$ cat config.mk
export PLATFORM = sky130hd
export DESIGN_NAME = dispatch_ctrl
export DESIGN_NICKNAME = d
export VERILOG_FILES = /design/src/rtl/dispatch_ctrl.sv
export SDC_FILE = /design/constraint.sdc
export NUM_CORES = 1
export LEC_CHECK = 0
export CORE_MARGIN = 3
export CORE_UTILIZATION = 35
export CTS_CLUSTER_SIZE = 40
export DETAILED_ROUTE_END_ITERATION = 7
export GPL_ROUTABILITY_DRIVEN = 0
export PLACE_DENSITY = 0.62
export SYNTH_ARGS = -nofsm -noshare
export SYNTH_HDL_FRONTEND = slang
export SYNTH_SLANG_ARGS = --single-unit
$ cat constraint.sdc
create_clock -name clk -period 4.4 [get_ports clk]
set_input_delay 0.88 -clock clk [delete_from_list [all_inputs] [get_ports clk]]
set_output_delay 0.88 -clock clk [all_outputs]
set_load 0.005 [all_outputs]
$ cat src/rtl/dispatch_ctrl.sv
// Dispatch resource controller: ROB, store-queue and issue-queue credit tracking for a dual-issue core.
// Optional stall-cause performance counters are compiled in when DISPATCH_PERF_CNT_EN is defined.
module dispatch_ctrl #(
    parameter int ROB_DEPTH      = 16,
    parameter int SQ_DEPTH       = 16,
    parameter int IQ_DEPTH       = 8,
    parameter int RECOVER_CYCLES = 2
) (
    input  logic                         clk,
    input  logic                         resetn,
    input  logic                         ds_valid,
    input  logic                         inst1_valid,
    input  logic                         inst2_valid,
    input  logic                         inst1_is_store_op,
    input  logic                         inst2_is_store_op,
    input  logic [1:0]                   rob_commit_num,
    input  logic [1:0]                   rob_commit_store_num,
    input  logic                         sq_drain_num,
    input  logic [1:0]                   iq_release_num,
    input  logic                         flush,
    output logic                         ds_to_is_valid,
    output logic                         ds_to_rob_valid,
    output logic                         ds_allowin,
    output logic [$clog2(ROB_DEPTH)-1:0] rob_head_o,
    output logic [$clog2(ROB_DEPTH)-1:0] rob_tail_o,
    output logic [$clog2(SQ_DEPTH)-1:0]  store_head,
    output logic [$clog2(SQ_DEPTH)-1:0]  store_tail,
    output logic                         rob_full,
    output logic                         sq_full
`ifdef DISPATCH_PERF_CNT_EN
    ,
    output logic [31:0]                  stall_rob_cnt,
    output logic [31:0]                  stall_sq_cnt,
    output logic [31:0]                  stall_iq_cnt,
    output logic [31:0]                  stall_rec_cnt
`endif
);

    localparam int AW  = $clog2(ROB_DEPTH);
    localparam int SW  = $clog2(SQ_DEPTH);
    localparam int RCW = AW + 1;
    localparam int SCW = SW + 1;
    localparam int IW  = $clog2(IQ_DEPTH) + 1;

    localparam logic [RCW-1:0] ROB_CAP     = RCW'(ROB_DEPTH);
    localparam logic [SCW-1:0] SQ_CAP      = SCW'(SQ_DEPTH);
    localparam logic [IW-1:0]  IQ_CAP      = IW'(IQ_DEPTH);
    localparam logic [3:0]     RCNT_LOAD   = 4'(RECOVER_CYCLES - 1);

    localparam logic [0:0] ST_RUN     = 1'b0;
    localparam logic [0:0] ST_RECOVER = 1'b1;

    logic [AW-1:0]  r_rob_head;
    logic [AW-1:0]  r_rob_tail;
    logic [RCW-1:0] r_rob_cnt;
    logic [SW-1:0]  r_store_head;
    logic [SW-1:0]  r_store_ret;
    logic [SW-1:0]  r_store_tail;
    logic [SCW-1:0] r_sq_cnt;
    logic [IW-1:0]  r_iq_credit;
    logic [0:0]     r_state;
    logic [3:0]     r_rcnt;

    logic [1:0]     w_need;
    logic [1:0]     w_st_need;
    logic [RCW-1:0] w_rob_free;
    logic [SCW-1:0] w_sq_free;
    logic           w_rob_ok;
    logic           w_sq_ok;
    logic           w_iq_ok;
    logic           w_fire;
    logic [1:0]     w_disp_n;
    logic [1:0]     w_disp_st;
    logic [AW-1:0]  w_rob_head_nx;
    logic [SW-1:0]  w_store_ret_nx;
    logic [SW-1:0]  w_store_head_nx;
    logic [SW-1:0]  w_sq_ret_diff;

    // Dispatch only sees resources already freed by earlier cycles; this cycle's retires are not bypassed.
    assign w_need     = {1'b0, inst1_valid} + {1'b0, inst2_valid};
    assign w_st_need  = {1'b0, inst1_valid & inst1_is_store_op} + {1'b0, inst2_valid & inst2_is_store_op};
    assign w_rob_free = ROB_CAP - r_rob_cnt;
    assign w_sq_free  = SQ_CAP - r_sq_cnt;
    assign w_rob_ok   = w_rob_free >= RCW'(w_need);
    assign w_sq_ok    = w_sq_free >= SCW'(w_st_need);
    assign w_iq_ok    = r_iq_credit >= IW'(w_need);

    assign w_fire = resetn && ds_valid && (w_need != 2'd0) && (r_state == ST_RUN) && !flush
                    && w_rob_ok && w_sq_ok && w_iq_ok;

    assign w_disp_n  = w_fire ? w_need : 2'd0;
    assign w_disp_st = w_fire ? w_st_need : 2'd0;

    assign w_rob_head_nx   = r_rob_head + AW'(rob_commit_num);
    assign w_store_ret_nx  = r_store_ret + SW'(rob_commit_store_num);
    assign w_store_head_nx = r_store_head + SW'(sq_drain_num);
    assign w_sq_ret_diff   = w_store_ret_nx - w_store_head_nx;

    assign ds_to_is_valid  = w_fire;
    assign ds_to_rob_valid = w_fire;
    assign ds_allowin      = !ds_valid || w_fire;
    assign rob_head_o      = r_rob_head;
    assign rob_tail_o      = r_rob_tail;
    assign store_head      = r_store_head;
    assign store_tail      = r_store_tail;
    assign rob_full        = (r_rob_cnt == ROB_CAP);
    assign sq_full         = (r_sq_cnt == SQ_CAP);

    // On flush only retired stores survive, so the store tail and count collapse onto the retire pointer.
    always_ff @(posedge clk or negedge resetn) begin
        if (!resetn) begin
            r_rob_head   <= '0;
            r_rob_tail   <= '0;
            r_rob_cnt    <= '0;
            r_store_head <= '0;
            r_store_ret  <= '0;
            r_store_tail <= '0;
            r_sq_cnt     <= '0;
            r_iq_credit  <= IQ_CAP;
        end else begin
            r_rob_head   <= w_rob_head_nx;
            r_store_ret  <= w_store_ret_nx;
            r_store_head <= w_store_head_nx;
            if (flush) begin
                r_rob_tail   <= w_rob_head_nx;
                r_rob_cnt    <= '0;
                r_store_tail <= w_store_ret_nx;
                r_sq_cnt     <= {1'b0, w_sq_ret_diff};
                r_iq_credit  <= IQ_CAP;
            end else begin
                r_rob_tail   <= r_rob_tail + AW'(w_disp_n);
                r_rob_cnt    <= r_rob_cnt + RCW'(w_disp_n) - RCW'(rob_commit_num);
                r_store_tail <= r_store_tail + SW'(w_disp_st);
                r_sq_cnt     <= r_sq_cnt + SCW'(w_disp_st) - SCW'(sq_drain_num);
                r_iq_credit  <= r_iq_credit + IW'(iq_release_num) - IW'(w_disp_n);
            end
        end
    end

    always_ff @(posedge clk or negedge resetn) begin
        if (!resetn) begin
            r_state <= ST_RUN;
            r_rcnt  <= '0;
        end else if (flush) begin
            r_state <= ST_RECOVER;
            r_rcnt  <= RCNT_LOAD;
        end else if (r_state == ST_RECOVER) begin
            if (r_rcnt == 4'd0) begin
                r_state <= ST_RUN;
            end else begin
                r_rcnt <= r_rcnt - 4'd1;
            end
        end
    end

`ifdef DISPATCH_PERF_CNT_EN
    logic [31:0] r_stall_rob;
    logic [31:0] r_stall_sq;
    logic [31:0] r_stall_iq;
    logic [31:0] r_stall_rec;

    // Each stalled cycle is charged to the highest-priority blocking cause only.
    always_ff @(posedge clk or negedge resetn) begin
        if (!resetn) begin
            r_stall_rob <= '0;
            r_stall_sq  <= '0;
            r_stall_iq  <= '0;
            r_stall_rec <= '0;
        end else if (ds_valid && !w_fire) begin
            if ((r_state == ST_RECOVER) || flush) begin
                r_stall_rec <= r_stall_rec + 32'd1;
            end else if (!w_rob_ok) begin
                r_stall_rob <= r_stall_rob + 32'd1;
            end else if (!w_sq_ok) begin
                r_stall_sq <= r_stall_sq + 32'd1;
            end else if (!w_iq_ok) begin
                r_stall_iq <= r_stall_iq + 32'd1;
            end
        end
    end

    assign stall_rob_cnt = r_stall_rob;
    assign stall_sq_cnt  = r_stall_sq;
    assign stall_iq_cnt  = r_stall_iq;
    assign stall_rec_cnt = r_stall_rec;
`endif

`ifndef SYNTHESIS
    always @(posedge clk) begin
        if (resetn) begin
            assert (RCW'(rob_commit_num) <= r_rob_cnt);
            assert (!(sq_drain_num && (r_store_head == r_store_ret)));
            assert (r_iq_credit <= IQ_CAP);
        end
    end
`endif

endmodule

==> flow_summary.json <==
{
  "status": "finished, final reports clean",
  "ioPinCount": 36,
  "drc_errors": 0,
  "worstPathCellList": "clkdlybuf4s50_1 -> inv_1 -> ha_1 -> ha_1 -> nand2b_1 -> a21oi_1 -> o21ai_0 -> and3_1 -> buf_4 -> nand2b_1 -> clkdlybuf4s50_1",
  "yosys-top-cells-count": "52 x inv_1, 47 x ha_1, 38 x dfrtp_1, 16 x xnor2_1, 15 x a21oi_1",
  "rr_startpoint": "r_sq_cnt[0]",
  "nNetsFinal": 386,
  "place_area_um2": 3250,
  "holdBufCountCts": 0,
  "clock_skew_ps": 2.17,
  "ys_types": 32,
  "grt_setup_unrepaired": "no",
  "clock_latency_ps": 290,
  "post-cts-setup-buffer-count": 0,
  "die_x_um": 94.6,
  "r2r_slack_ps": 1030,
  "hp-class": "flip-flop to flip-flop",
  "path_buf_inv": 4,
  "detail-route-antenna-nets": 0,
  "p_clk_share_pct": 16.5,
  "area_growth_pct": 23.2,
  "dieArea_um2": 8950,
  "crit_family": "buffers and inverters",
  "fin_ws_ps": 148,
  "post_cts_resized": 0,
  "grt_max_degree": 40,
  "ir_worst_vdd_mv": 0.264,
  "cts_inserted_buffers": 5,
  "h-tree-depth": 2,
  "hp-start": "rob_head_o[3]",
  "switching_share_pct": 36.3,
  "grt_pass1_vias": 1954,
  "antenna_found_initial": 0,
  "num_vias": 1821,
  "grtUsageTotal_pct": 12.5,
  "cts.sinks": 39,
  "r2r-end": "r_rob_cnt[4]",
  "finalWirelength_um": 4950,
  "dp_slack_ps": -40.3,
  "synthCells": 269,
  "whs_ps": 508,
  "hold_viol": 0,
  "drive_above_1_share_pct": 7.30,
  "syn_avg_cell_area_um2": 10.2,
  "synthFlopType": "dfrtp_1",
  "slew_violations": 0,
  "die_h_um": 94.6,
  "cts.clk_slew.worst_paths_ps": 80,
  "synth-async-reset-ratio_pct": 100,
  "yosys_warnings": 0,
  "synth_top_area_cell": "dfrtp_1",
  "holdPathEnd": "rob_head_o[3]",
  "end_kind": "output port",
  "cp_slowest_cell": "clkdlybuf4s50_1",
  "r2r.worst_path.cells": 15,
  "grt_pass1_wl_um": 8760,
  "worst_pin_slew_ps": 510,
  "pwr-share-seq_pct": 30.0,
  "cts_root_buf": "clkbuf_8",
  "maxCapViolations": 0,
  "internal_power_mw": 1.39,
  "fin_util_pct": 45.5,
  "yosysSeqAreaShare_pct": 35.5,
  "cp.arrival_ps": 3370,
  "drt-pass1-iter-count": 4,
  "fin_crit_sh_pct": 96.6,
  "crit_fanout": 7,
  "combPwrFrac_pct": 53.5,
  "slew_headroom_pct": 66.0,
  "cts_tree": "done",
  "power.leakage_nw": 1.68,
  "maxClockFrequency_ghz": 0.235,
  "synth.most_common_cell": "inv_1",
  "drt-initial-drc-count": 45,
  "num-fill-cells": 720,
  "yosysTopAreaCellShare_pct": 34.6,
  "viasPerCell": 4.40,
  "powerDensity_nw_per_um2": 645,
  "p_sw_uw": 794,
  "hpwl_um": 3890,
  "diodes": 0,
  "critPathLaunchType": "input port",
  "tns_ps": 0,
  "final_area_um2": 3390,
  "synth_edf_count": 0,
  "cp.depth": 11,
  "hold_depth": 1,
  "syn_nets": 341,
  "coreArea_um2": 7450,
  "layout_min_cycle_time_ps": 4250,
  "syn_area_um2": 2750,
  "initial_utilization_pct": 36.9,
  "wl_per_cell_um": 11.9,
  "grt-ovfl-total": 0,
  "rows": 31,
  "synthTopCellsByArea": "dfrtp_1 35%, ha_1 21%, fa_1 7.3%",
  "clock_path_buffers": 2,
  "critPathMaxStageDelay_ps": 500,
  "finalSetupViolCount": 0,
  "synth-seq-cells": 39,
  "io_buffers": 35,
  "criticalPathCategory": "input port to output port",
  "cp.required_ps": 3520
}
[power groups by stage]
| stage | clock (mW) | combinational, mW | sequential [mW] |
|---|---|---|---|
| floorplan | 0 | 0.813 | 0.644 |
| global placement | 0 | 1.17 | 0.661 |
| detailed placement | 0 | 1.18 | 0.660 |
| CTS | 0.370 | 1.20 | 0.658 |
| global route | 0.386 | 1.37 | 0.679 |
| finish | 0.360 | 1.17 | 0.656 |
[registers in the layout, indices dropped and copies added (netlist names)]
name         cells
r_rcnt           4
rob_tail_o       4
store_tail       4
store_head       4
r_state          1
r_iq_credit      4
r_store_ret      4
r_sq_cnt         5
rob_head_o       4
r_rob_cnt        5
[area by class of cell]
class / count / area [um2] / area share (%)
multi-input cells: 172 / 1540 / 45.5
inverters: 52 / 195 / 5.76
well taps: 99 / 124 / 3.66
clock buffers: 5 / 68.8 / 2.03
clock inverters: 3 / 67.6 / 1.99
flip-flops and latches: 39 / 977 / 28.9
repair buffers: 44 / 413 / 12.2
[per-stage QoR]
stage          cells  power, mW
3_3_place_gp     406       1.83
4_1_cts          414       2.22
5_1_grt          414       2.43
6_report         414       2.19
2_1_floorplan    269       1.46
3_5_place_dp     406       1.84
[metal layers]
metal | routed length [um] | up-vias | GRT usage [%]
li1 | - | 950 | -
met1 | 2520 | 836 | 16.8
met2 | 2190 | 25 | 19.8
met3 | 141 | 10 | 2.79
met4 | 97 | 0 | 4.45
met5 | 0 | - | 0
[worst max path at each step]
stage,endpoint,start
final,ds_allowin,inst1_valid
after floorplan,r_rob_cnt[4],inst1_valid
after global placement,r_rob_cnt[4],inst1_valid
after CTS,ds_allowin,inst1_valid
after detailed placement,r_rob_cnt[4],inst1_valid
after global routing,r_sq_cnt[4],inst1_valid
[cells in the final DEF (no fill, tap or decap), drive strengths merged, types with 2 or more instances in the layout]
cell type / netlist / final
ha: 47 / 47
mux2i: 3 / 3
inv: 52 / 52
buf: 2 / 10
dfrtp: 38 / 38
nor2: 10 / 10
a21o: 7 / 7
clkdlybuf4s50: 0 / 34
mux2: 4 / 4
nand2: 12 / 12
or3: 2 / 2
nor3: 4 / 4
nor2b: 6 / 6
o21ai: 8 / 8
xor2: 8 / 8
xnor2: 16 / 16
nand2b: 3 / 3
clkbuf: 4 / 5
and2: 8 / 8
bufinv: 0 / 2
fa: 10 / 10
a21oi: 15 / 15
[kinds of logic after synthesis]
kind of cell	share of synthesized area (%)
buffers and inverters	8.38
adders and majority gates	28.7
and+or+nand+nor	9.29
DFF	35.5
AOI/OAI and AO/OA	6.92
xor gates and xnor gates	8.47
muxes	2.73
Power figures use the tool's default switching activity.
